## config.mk

```make
export PLATFORM = sky130hd
export DESIGN_NAME = sat_arith_pipe
export DESIGN_NICKNAME = d
export VERILOG_FILES = /design/src/rtl/sat_arith_pkg.sv /design/src/rtl/sat_lane_add.sv /design/src/rtl/sat_arith_pipe.sv
export SDC_FILE = /design/constraint.sdc
export NUM_CORES = 1
export LEC_CHECK = 0
export CORE_MARGIN = 2
export CORE_UTILIZATION = 57
export CTS_BUF_LIST = sky130_fd_sc_hd__clkbuf_2
export CTS_CLUSTER_DIAMETER = 60
export DETAILED_ROUTE_END_ITERATION = 7
export GPL_TIMING_DRIVEN = 0
export PLACE_DENSITY = 0.88
export SYNTH_ARGS = -nofsm -noshare
export SYNTH_HDL_FRONTEND = slang
export SYNTH_SLANG_ARGS = --single-unit
```

## constraint.sdc

```tcl
create_clock -name clk -period 4.1 [get_ports clk]
set_input_delay 1.025 -clock clk [delete_from_list [all_inputs] [get_ports clk]]
set_output_delay 1.025 -clock clk [all_outputs]
set_load 0.01 [all_outputs]
```

## src/rtl/sat_arith_pkg.sv

```systemverilog
// Shared definitions for the saturating add/sub pipeline: op encodings and
// saturation bound helpers.
package sat_arith_pkg;

  typedef enum logic [1:0] {
    OP_ADD    = 2'b00,
    OP_PADDSB = 2'b01,
    OP_SUB    = 2'b10,
    OP_PSUBSB = 2'b11
  } op_e;

  localparam int unsigned SAT_MAX_W = 64;

  // Most-positive two's complement value of the given width (0x7F..).
  function automatic logic [SAT_MAX_W-1:0] sat_max(input int unsigned width);
    return (SAT_MAX_W'(1) << (width - 1)) - SAT_MAX_W'(1);
  endfunction

  // Most-negative two's complement value of the given width (0x80..).
  function automatic logic [SAT_MAX_W-1:0] sat_min(input int unsigned width);
    return SAT_MAX_W'(1) << (width - 1);
  endfunction

endpackage

```

## src/rtl/sat_lane_add.sv

```systemverilog
// One lane of the add/sub datapath: raw sum, carry out, and signed overflow.
module sat_lane_add #(
  parameter int LANE_W = 4
) (
  input  logic [LANE_W-1:0] a,
  input  logic [LANE_W-1:0] b,
  input  logic              sub,
  input  logic              cin,
  output logic [LANE_W-1:0] sum,
  output logic              cout,
  output logic              ovf
);

  logic [LANE_W-1:0] b_eff;

  assign b_eff = sub ? ~b : b;
  assign {cout, sum} = {1'b0, a} + {1'b0, b_eff} + {{LANE_W{1'b0}}, cin};

  // Only meaningful as a word overflow on the top lane when lanes are chained.
  assign ovf = (a[LANE_W-1] == b_eff[LANE_W-1]) && (sum[LANE_W-1] != a[LANE_W-1]);

endmodule

```

## src/rtl/sat_arith_pipe.sv

```systemverilog
// Two-stage saturating add/sub unit (scalar and packed lanes) with valid/ready
// on both sides and an architectural V/N/Z flag register.
module sat_arith_pipe
  import sat_arith_pkg::*;
#(
  parameter int WIDTH  = 16,
  parameter int LANE_W = 4
) (
  input  logic             clk,
  input  logic             rst_n,
  input  logic             in_valid,
  output logic             in_ready,
  input  logic [WIDTH-1:0] A,
  input  logic [WIDTH-1:0] B,
  input  logic [1:0]       op,
  input  logic             flag_we,
  output logic             out_valid,
  input  logic             out_ready,
  output logic [WIDTH-1:0] Out,
  output logic             V,
  output logic             N,
  output logic             Z
);

  localparam int NL = WIDTH / LANE_W;

  localparam logic [LANE_W-1:0] LANE_MAX = LANE_W'(sat_max(LANE_W));
  localparam logic [LANE_W-1:0] LANE_MIN = LANE_W'(sat_min(LANE_W));
  localparam logic [WIDTH-1:0]  WORD_MAX = WIDTH'(sat_max(WIDTH));
  localparam logic [WIDTH-1:0]  WORD_MIN = WIDTH'(sat_min(WIDTH));

  if ((WIDTH % LANE_W) != 0) begin : g_bad_lane_cfg
    $error("sat_arith_pipe: WIDTH must be a multiple of LANE_W");
  end
  if (WIDTH > int'(SAT_MAX_W)) begin : g_bad_width_cfg
    $error("sat_arith_pipe: WIDTH exceeds saturation helper range");
  end

  // Handshake: a transfer happens on a rising edge where valid && ready.
  // A stage advances when it is empty or its downstream stage advances; the
  // input is accepted exactly when stage 1 advances.
  logic s1_valid_q, s2_valid_q;
  logic s1_adv, s2_adv;

  assign s2_adv   = !s2_valid_q || out_ready;
  assign s1_adv   = !s1_valid_q || s2_adv;
  assign in_ready = s1_adv && rst_n;

  // ---------------- Lane adders with scalar carry chain ----------------
  logic             packed_mode;
  logic             sub;
  logic [NL:0]      carry;
  logic [WIDTH-1:0] raw_sum;
  logic [NL-1:0]    lane_ovf;
  logic             unused_top_carry;

  assign packed_mode      = op[0];
  assign sub              = op[1];
  assign carry[0]         = sub;
  assign unused_top_carry = carry[NL];

  for (genvar i = 0; i < NL; i++) begin : g_lane
    logic lane_cin;

    // Packed lanes each restart with the subtract carry; scalar mode ripples.
    assign lane_cin = packed_mode ? sub : carry[i];

    sat_lane_add #(
      .LANE_W (LANE_W)
    ) u_lane (
      .a    (A[i*LANE_W +: LANE_W]),
      .b    (B[i*LANE_W +: LANE_W]),
      .sub  (sub),
      .cin  (lane_cin),
      .sum  (raw_sum[i*LANE_W +: LANE_W]),
      .cout (carry[i+1]),
      .ovf  (lane_ovf[i])
    );
  end

  // ---------------- Stage 1: raw sums and overflow bits ----------------
  logic [WIDTH-1:0] s1_sum_q;
  logic [NL-1:0]    s1_ovf_q;
  logic             s1_packed_q;
  logic             s1_flag_we_q;

  always_ff @(posedge clk or negedge rst_n) begin
    if (!rst_n) begin
      s1_valid_q   <= 1'b0;
      s1_sum_q     <= '0;
      s1_ovf_q     <= '0;
      s1_packed_q  <= 1'b0;
      s1_flag_we_q <= 1'b0;
    end else if (s1_adv) begin
      s1_valid_q <= in_valid;
      if (in_valid) begin
        s1_sum_q     <= raw_sum;
        s1_ovf_q     <= lane_ovf;
        s1_packed_q  <= packed_mode;
        s1_flag_we_q <= flag_we;
      end
    end
  end

  // ---------------- Saturation and flag candidates ----------------
  // On overflow the raw sum MSB is the inverse of A's MSB, so it alone
  // selects the saturation direction.
  logic [WIDTH-1:0] sat_d;
  logic             v_d;
  logic             n_d;
  logic             z_d;

  always_comb begin
    sat_d = s1_sum_q;
    v_d   = 1'b0;
    if (s1_packed_q) begin
      for (int i = 0; i < NL; i++) begin
        if (s1_ovf_q[i]) begin
          sat_d[i*LANE_W +: LANE_W] = s1_sum_q[i*LANE_W + LANE_W - 1] ? LANE_MAX : LANE_MIN;
        end
      end
      v_d = |s1_ovf_q;
    end else if (s1_ovf_q[NL-1]) begin
      sat_d = s1_sum_q[WIDTH-1] ? WORD_MAX : WORD_MIN;
      v_d   = 1'b1;
    end
    n_d = sat_d[WIDTH-1];
    z_d = (sat_d == '0);
  end

  // ---------------- Stage 2: saturated result ----------------
  logic [WIDTH-1:0] s2_result_q;
  logic             s2_v_q, s2_n_q, s2_z_q;
  logic             s2_flag_we_q;

  always_ff @(posedge clk or negedge rst_n) begin
    if (!rst_n) begin
      s2_valid_q   <= 1'b0;
      s2_result_q  <= '0;
      s2_v_q       <= 1'b0;
      s2_n_q       <= 1'b0;
      s2_z_q       <= 1'b0;
      s2_flag_we_q <= 1'b0;
    end else if (s2_adv) begin
      s2_valid_q <= s1_valid_q;
      if (s1_valid_q) begin
        s2_result_q  <= sat_d;
        s2_v_q       <= v_d;
        s2_n_q       <= n_d;
        s2_z_q       <= z_d;
        s2_flag_we_q <= s1_flag_we_q;
      end
    end
  end

  assign out_valid = s2_valid_q;
  assign Out       = s2_result_q;

  // ---------------- Architectural flag register ----------------
  logic v_q, n_q, z_q;
  logic flag_load;

  assign flag_load = s2_valid_q && out_ready && s2_flag_we_q;

  always_ff @(posedge clk or negedge rst_n) begin
    if (!rst_n) begin
      v_q <= 1'b0;
      n_q <= 1'b0;
      z_q <= 1'b0;
    end else if (flag_load) begin
      v_q <= s2_v_q;
      n_q <= s2_n_q;
      z_q <= s2_z_q;
    end
  end

  assign V = v_q;
  assign N = n_q;
  assign Z = z_q;

endmodule

```

==> results of run 1 <==
power by group through the flow:
stage | registers (mW) | logic, mW | clock network [mW]
global placement | 0.694 | 0.698 | 0
floorplan | 0.715 | 0.399 | 0
detailed placement | 0.703 | 0.730 | 0
finish | 0.694 | 0.784 | 0.173
CTS | 0.691 | 0.753 | 0.176
global route | 0.710 | 0.858 | 0.192
synth_stat cells (2+ instances only):
library cell,number,share of area
sky130_fd_sc_hd__o21ai_0,31,0.054
sky130_fd_sc_hd__xnor2_1,11,0.034
sky130_fd_sc_hd__buf_4,2,0.0053
sky130_fd_sc_hd__buf_6,2,0.0079
sky130_fd_sc_hd__o31ai_1,8,0.021
sky130_fd_sc_hd__nand2b_1,8,0.018
sky130_fd_sc_hd__xor2_1,19,0.058
sky130_fd_sc_hd__nor3_1,2,0.0035
sky130_fd_sc_hd__nand3_1,2,0.0035
sky130_fd_sc_hd__o211ai_1,8,0.021
sky130_fd_sc_hd__ha_1,11,0.048
sky130_fd_sc_hd__buf_2,7,0.012
sky130_fd_sc_hd__and2_1,2,0.0044
sky130_fd_sc_hd__a21o_1,2,0.0053
sky130_fd_sc_hd__nor2_1,7,0.0092
sky130_fd_sc_hd__dfrtp_1,46,0.40
sky130_fd_sc_hd__or4_1,2,0.0053
sky130_fd_sc_hd__mux2i_1,8,0.028
sky130_fd_sc_hd__clkbuf_1,5,0.0066
sky130_fd_sc_hd__fa_1,7,0.049
sky130_fd_sc_hd__nand2_1,30,0.040
sky130_fd_sc_hd__o21ai_1,10,0.018
sky130_fd_sc_hd__mux2_2,16,0.063
sky130_fd_sc_hd__inv_1,11,0.014
sky130_fd_sc_hd__nor2b_1,6,0.013
sky130_fd_sc_hd__o21a_1,2,0.0053
sky130_fd_sc_hd__a21oi_1,5,0.0088
critical path: cells and delay by family:
family	cells	cell delay, ns
adders and majority gates	7	2.36
AOI/OAI and AO/OA	7	0.71
and+or+nand+nor	3	0.42
buffers and inverters	3	0.31
xor gates and xnor gates	2	0.31
timing repair:
action | in CTS | in global routing
pin swaps | 20 | 18
buffers inserted | 11 | 3
hold buffers | 0 | 0
endpoints found under the hold margin | 0 | 0
resized for setup | 23 | 22
setup endpoints to repair | 9 | 9
metal layers:
metal | global-route usage | routed length [microns] | up-vias
li1 | - | - | 1135
met1 | 0.288 | 2700 | 1147
met2 | 0.441 | 3620 | 100
met3 | 0.0442 | 353 | 25
met4 | 0.0913 | 232 | 0
met5 | 0 | 0 | -
through the flow:
step	instance area [sq um]	instances	setup WS [ns]	power [mW]
floorplan	2900	283	-0.871	1.11
global placement	3560	408	-1.44	1.39
detailed placement	3580	409	-1.60	1.43
CTS	3720	427	-0.961	1.62
global route	3800	430	-0.898	1.76
finish	3800	430	-0.753	1.65
kinds of logic (layout without fill, tap and decap cells):
| group | after synthesis | after routing | synth area share |
|---|---|---|---|
| buffers and inverters | 28 | 108 | 0.0478 |
| xor gates and xnor gates | 30 | 30 | 0.0922 |
| and+or+nand+nor | 67 | 67 | 0.121 |
| DFF | 46 | 46 | 0.404 |
| AOI/OAI and AO/OA | 69 | 69 | 0.142 |
| adders and majority gates | 18 | 18 | 0.0975 |
| muxes | 25 | 25 | 0.0953 |
area by class of cell:
type,count,area share
Multi-Input combinational cell,209,0.441
Sequential cell,46,0.303
Timing Repair Buffer,73,0.181
Buffer,17,0.0329
Tap cell,67,0.0221
Inverter,11,0.0109
Clock buffer,7,0.00922
cells in the final DEF, fill, tap and decap left out, types with 2 or more instances in the layout:
cell,count
sky130_fd_sc_hd__a21o_1,2
sky130_fd_sc_hd__a21oi_1,4
sky130_fd_sc_hd__and2_1,2
sky130_fd_sc_hd__buf_12,3
sky130_fd_sc_hd__buf_2,7
sky130_fd_sc_hd__buf_4,15
sky130_fd_sc_hd__buf_6,3
sky130_fd_sc_hd__clkbuf_1,5
sky130_fd_sc_hd__clkbuf_2,10
sky130_fd_sc_hd__clkdlybuf4s50_1,50
sky130_fd_sc_hd__dfrtp_1,46
sky130_fd_sc_hd__dlygate4sd2_1,2
sky130_fd_sc_hd__fa_2,7
sky130_fd_sc_hd__ha_1,11
sky130_fd_sc_hd__inv_1,9
sky130_fd_sc_hd__inv_2,2
sky130_fd_sc_hd__mux2_2,16
sky130_fd_sc_hd__mux2i_1,7
sky130_fd_sc_hd__nand2_1,30
sky130_fd_sc_hd__nand2b_1,7
sky130_fd_sc_hd__nand2b_2,2
sky130_fd_sc_hd__nand3_1,2
sky130_fd_sc_hd__nor2_1,7
sky130_fd_sc_hd__nor2b_1,3
sky130_fd_sc_hd__nor2b_2,2
sky130_fd_sc_hd__nor3_1,2
sky130_fd_sc_hd__o211ai_1,8
sky130_fd_sc_hd__o21a_1,2
sky130_fd_sc_hd__o21ai_0,24
sky130_fd_sc_hd__o21ai_1,15
sky130_fd_sc_hd__o21ai_2,2
sky130_fd_sc_hd__o31ai_1,5
sky130_fd_sc_hd__o31ai_4,2
sky130_fd_sc_hd__or4_1,2
sky130_fd_sc_hd__xnor2_1,11
sky130_fd_sc_hd__xor2_1,17
state kept, by name (all words and copies together) (netlist names):
register	count
s1_flag_we_q	1
s1_sum_q	16
N	1
s2_flag_we_q	1
out_valid	1
s1_packed_q	1
V	1
Z	1
s1_ovf_q	4
s2_v_q	1
s2_z_q	1
Out	16
s1_valid_q	1
worst paths after layout:
path	start	to	slack [ns]	cells after the start
max	op[1]	s1_sum_q[14]$_DFFE_PN0P_	-0.75	22
min	Out[3]$_DFFE_PN0P_	Out[3]$_DFFE_PN0P_	0.51	2
max reg2reg	s1_ovf_q[3]$_DFFE_PN0P_	s2_z_q$_DFFE_PN0P_	2.34	5
min reg2reg	Out[3]$_DFFE_PN0P_	Out[3]$_DFFE_PN0P_	0.51	2
min in group asynchronous	rst_n	s1_sum_q[15]$_DFFE_PN0P_	0.53	1
max in group asynchronous	rst_n	s1_sum_q[4]$_DFFE_PN0P_	3.06	2
==> run summary, run 1 <==
The run finished, with violations left. The checks that failed: negative setup slack. The worst setup path is captured at a flip-flop. Switching part of the total: 0.353. 60 I/O pins were placed.

The worst setup path is launched from an input pin. For the worst setup path, the data required time is 4.41 ns. TritonCTS built the clock tree. The mean cell area of the mapped netlist is 10.1 sq um. The netlist uses 40 different library cells. The async set or reset register ratio after synthesis was 1.00. The total routing resource utilization after global routing was 0.244; the antenna violation net count after detailed routing was 0. The peak supply drop is 0.183 mV, and the final core utilization is 0.794.

Leakage power of the design: 1.64 nW. The logs give 2 for the level count of the clock H-tree and 0 for the overflow left after global routing. The share of the yosys chip area belonging to registers is 0.404, and the shortest clock period the worst path allows after layout is 4.85 ns. In the routed design, unresolved DRC markers number 0. The via-per-instance ratio was 5.60. At the pin with the least slew margin, the transition time is 0.487 ns. In this run the vertical extent of the chip is 74.7 microns. Setup repair after global routing could not meet its margin everywhere. Along the worst path, the maximum fanout reaches 4. Synthesis inferred 46 register bits.

The gate count after technology mapping came out at 283. The sequential cell area came out at 1150 sq um. The number of core rows came out at 25. The worst-case hold slack is 0.510 ns.

The routed layout has 2407 vias. The fmax was 0.206 GHz. The logs give 0 for the hold violation total from the final report and 10300 microns for the wire length of the first global-routing pass. Input and output buffers added on the ports amount to 58. The final routed wire length divided by cell count was 16.1 microns. Highest-delay cell along the critical path: sky130_fd_sc_hd__fa_2. Post-route clock skew: 0.0224 ns. The run gives 0.475 as the combinational group share of total power.

In this run, synthesis inferred 0 flip-flops with an integrated enable. For this run, the number of Yosys warnings is 0. For the final routed database, the setup TNS stands at -3.27 ns. The via count of the first global-routing pass is 2313.

The cell area that synthesis handed to floorplanning was 2850 sq um. The number of antenna cells inserted came out at 0. TritonCTS created 5 clock buffers. For this design the total switching power over the nets is 583 uW.

Walking the worst path, the cells encountered are buf_12, buf_12, xor2_2, ha_1, nor2b_4, o21a_1, o31ai_4, fa_2, inv_2, fa_2, a21oi_2, nor2b_2, o31ai_2, fa_2, fa_2, nor2b_2, o21a_1, o31ai_4, fa_2, fa_2, xor2_1, o21ai_1. For the maximum count of clock buffers along a single path, the log shows 2. The starting density of the core was 0.596; the final weighted congestion of routability-driven global placement was 0.862.

The run gives 0 as the initial antenna violation count. For the part of the power in the clock network, the log shows 0.105. The run gives 0 as the final count of pins violating max slew. In the synthesized netlist the dominant register cell turns out to be sky130_fd_sc_hd__dfrtp_1. The logs give 420 for the final net count and 27 for the pin count of the biggest net entering global routing. Clock-pin slew was measured on the worst setup and hold paths at 0.21 ns.

The die covers 5580 sq um. The run gives 5.16 ns as the critical path data arrival time. In this run the worst hold path is classified as reg -> reg. The TritonCTS sink count came out at 46. By instance count, the cell type seen most on the critical path is sky130_fd_sc_hd__fa_2.

The tools report the area of the multi-input gates as 1680 sq um. Power spread over the standard cell area amounts to 434 nW/um^2. After floorplanning, the core was sized to cover 4790 sq um. The final period utilization works out to 1.18. The cell-internal power is 1.07 mW.

After filler insertion, the fill cell instance count of the layout stands at 303. The first-pass iteration count of the detailed router was 4; the die width was 74.7 microns. In this run the clock root is driven by a sky130_fd_sc_hd__clkbuf_2. Synthesis-to-finish area growth: 33.4%. For the starting DRC count in detailed routing, the log shows 88. The run gives -0.753 ns as the minimum setup slack in the final design. The max-capacitance violation count was 0; the post-synthesis net count was 340. The longest individual stage delay on the worst path is 0.38 ns, and the clock insertion delay at the later pin of the skew report is 0.41 ns. The worst setup path is of the in -> reg kind. The worst relative slew slack was 0.675; the layout cell share with drive strength beyond 1 was 0.220.

After detailed routing, the total wire length is 6900 microns. The part of the total power dissipated in sequential elements came out at 0.420. Setup violations remaining at the end of the flow were counted as 5.

Detailed placement ended at an HPWL of 4730 microns.
Power figures use the tool's default switching activity.
==> run 2: changes to the inputs <==
--- a/config.mk
+++ b/config.mk
@@ -11,6 +11,7 @@
 export CTS_CLUSTER_DIAMETER = 60
 export DETAILED_ROUTE_END_ITERATION = 7
 export GPL_TIMING_DRIVEN = 0
+export HOLD_SLACK_MARGIN = 0.12
 export PLACE_DENSITY = 0.88
 export SYNTH_ARGS = -nofsm -noshare
 export SYNTH_HDL_FRONTEND = slang
==> results of run 2 <==
Final layout, timing and power as in run 1 (identical DEF).
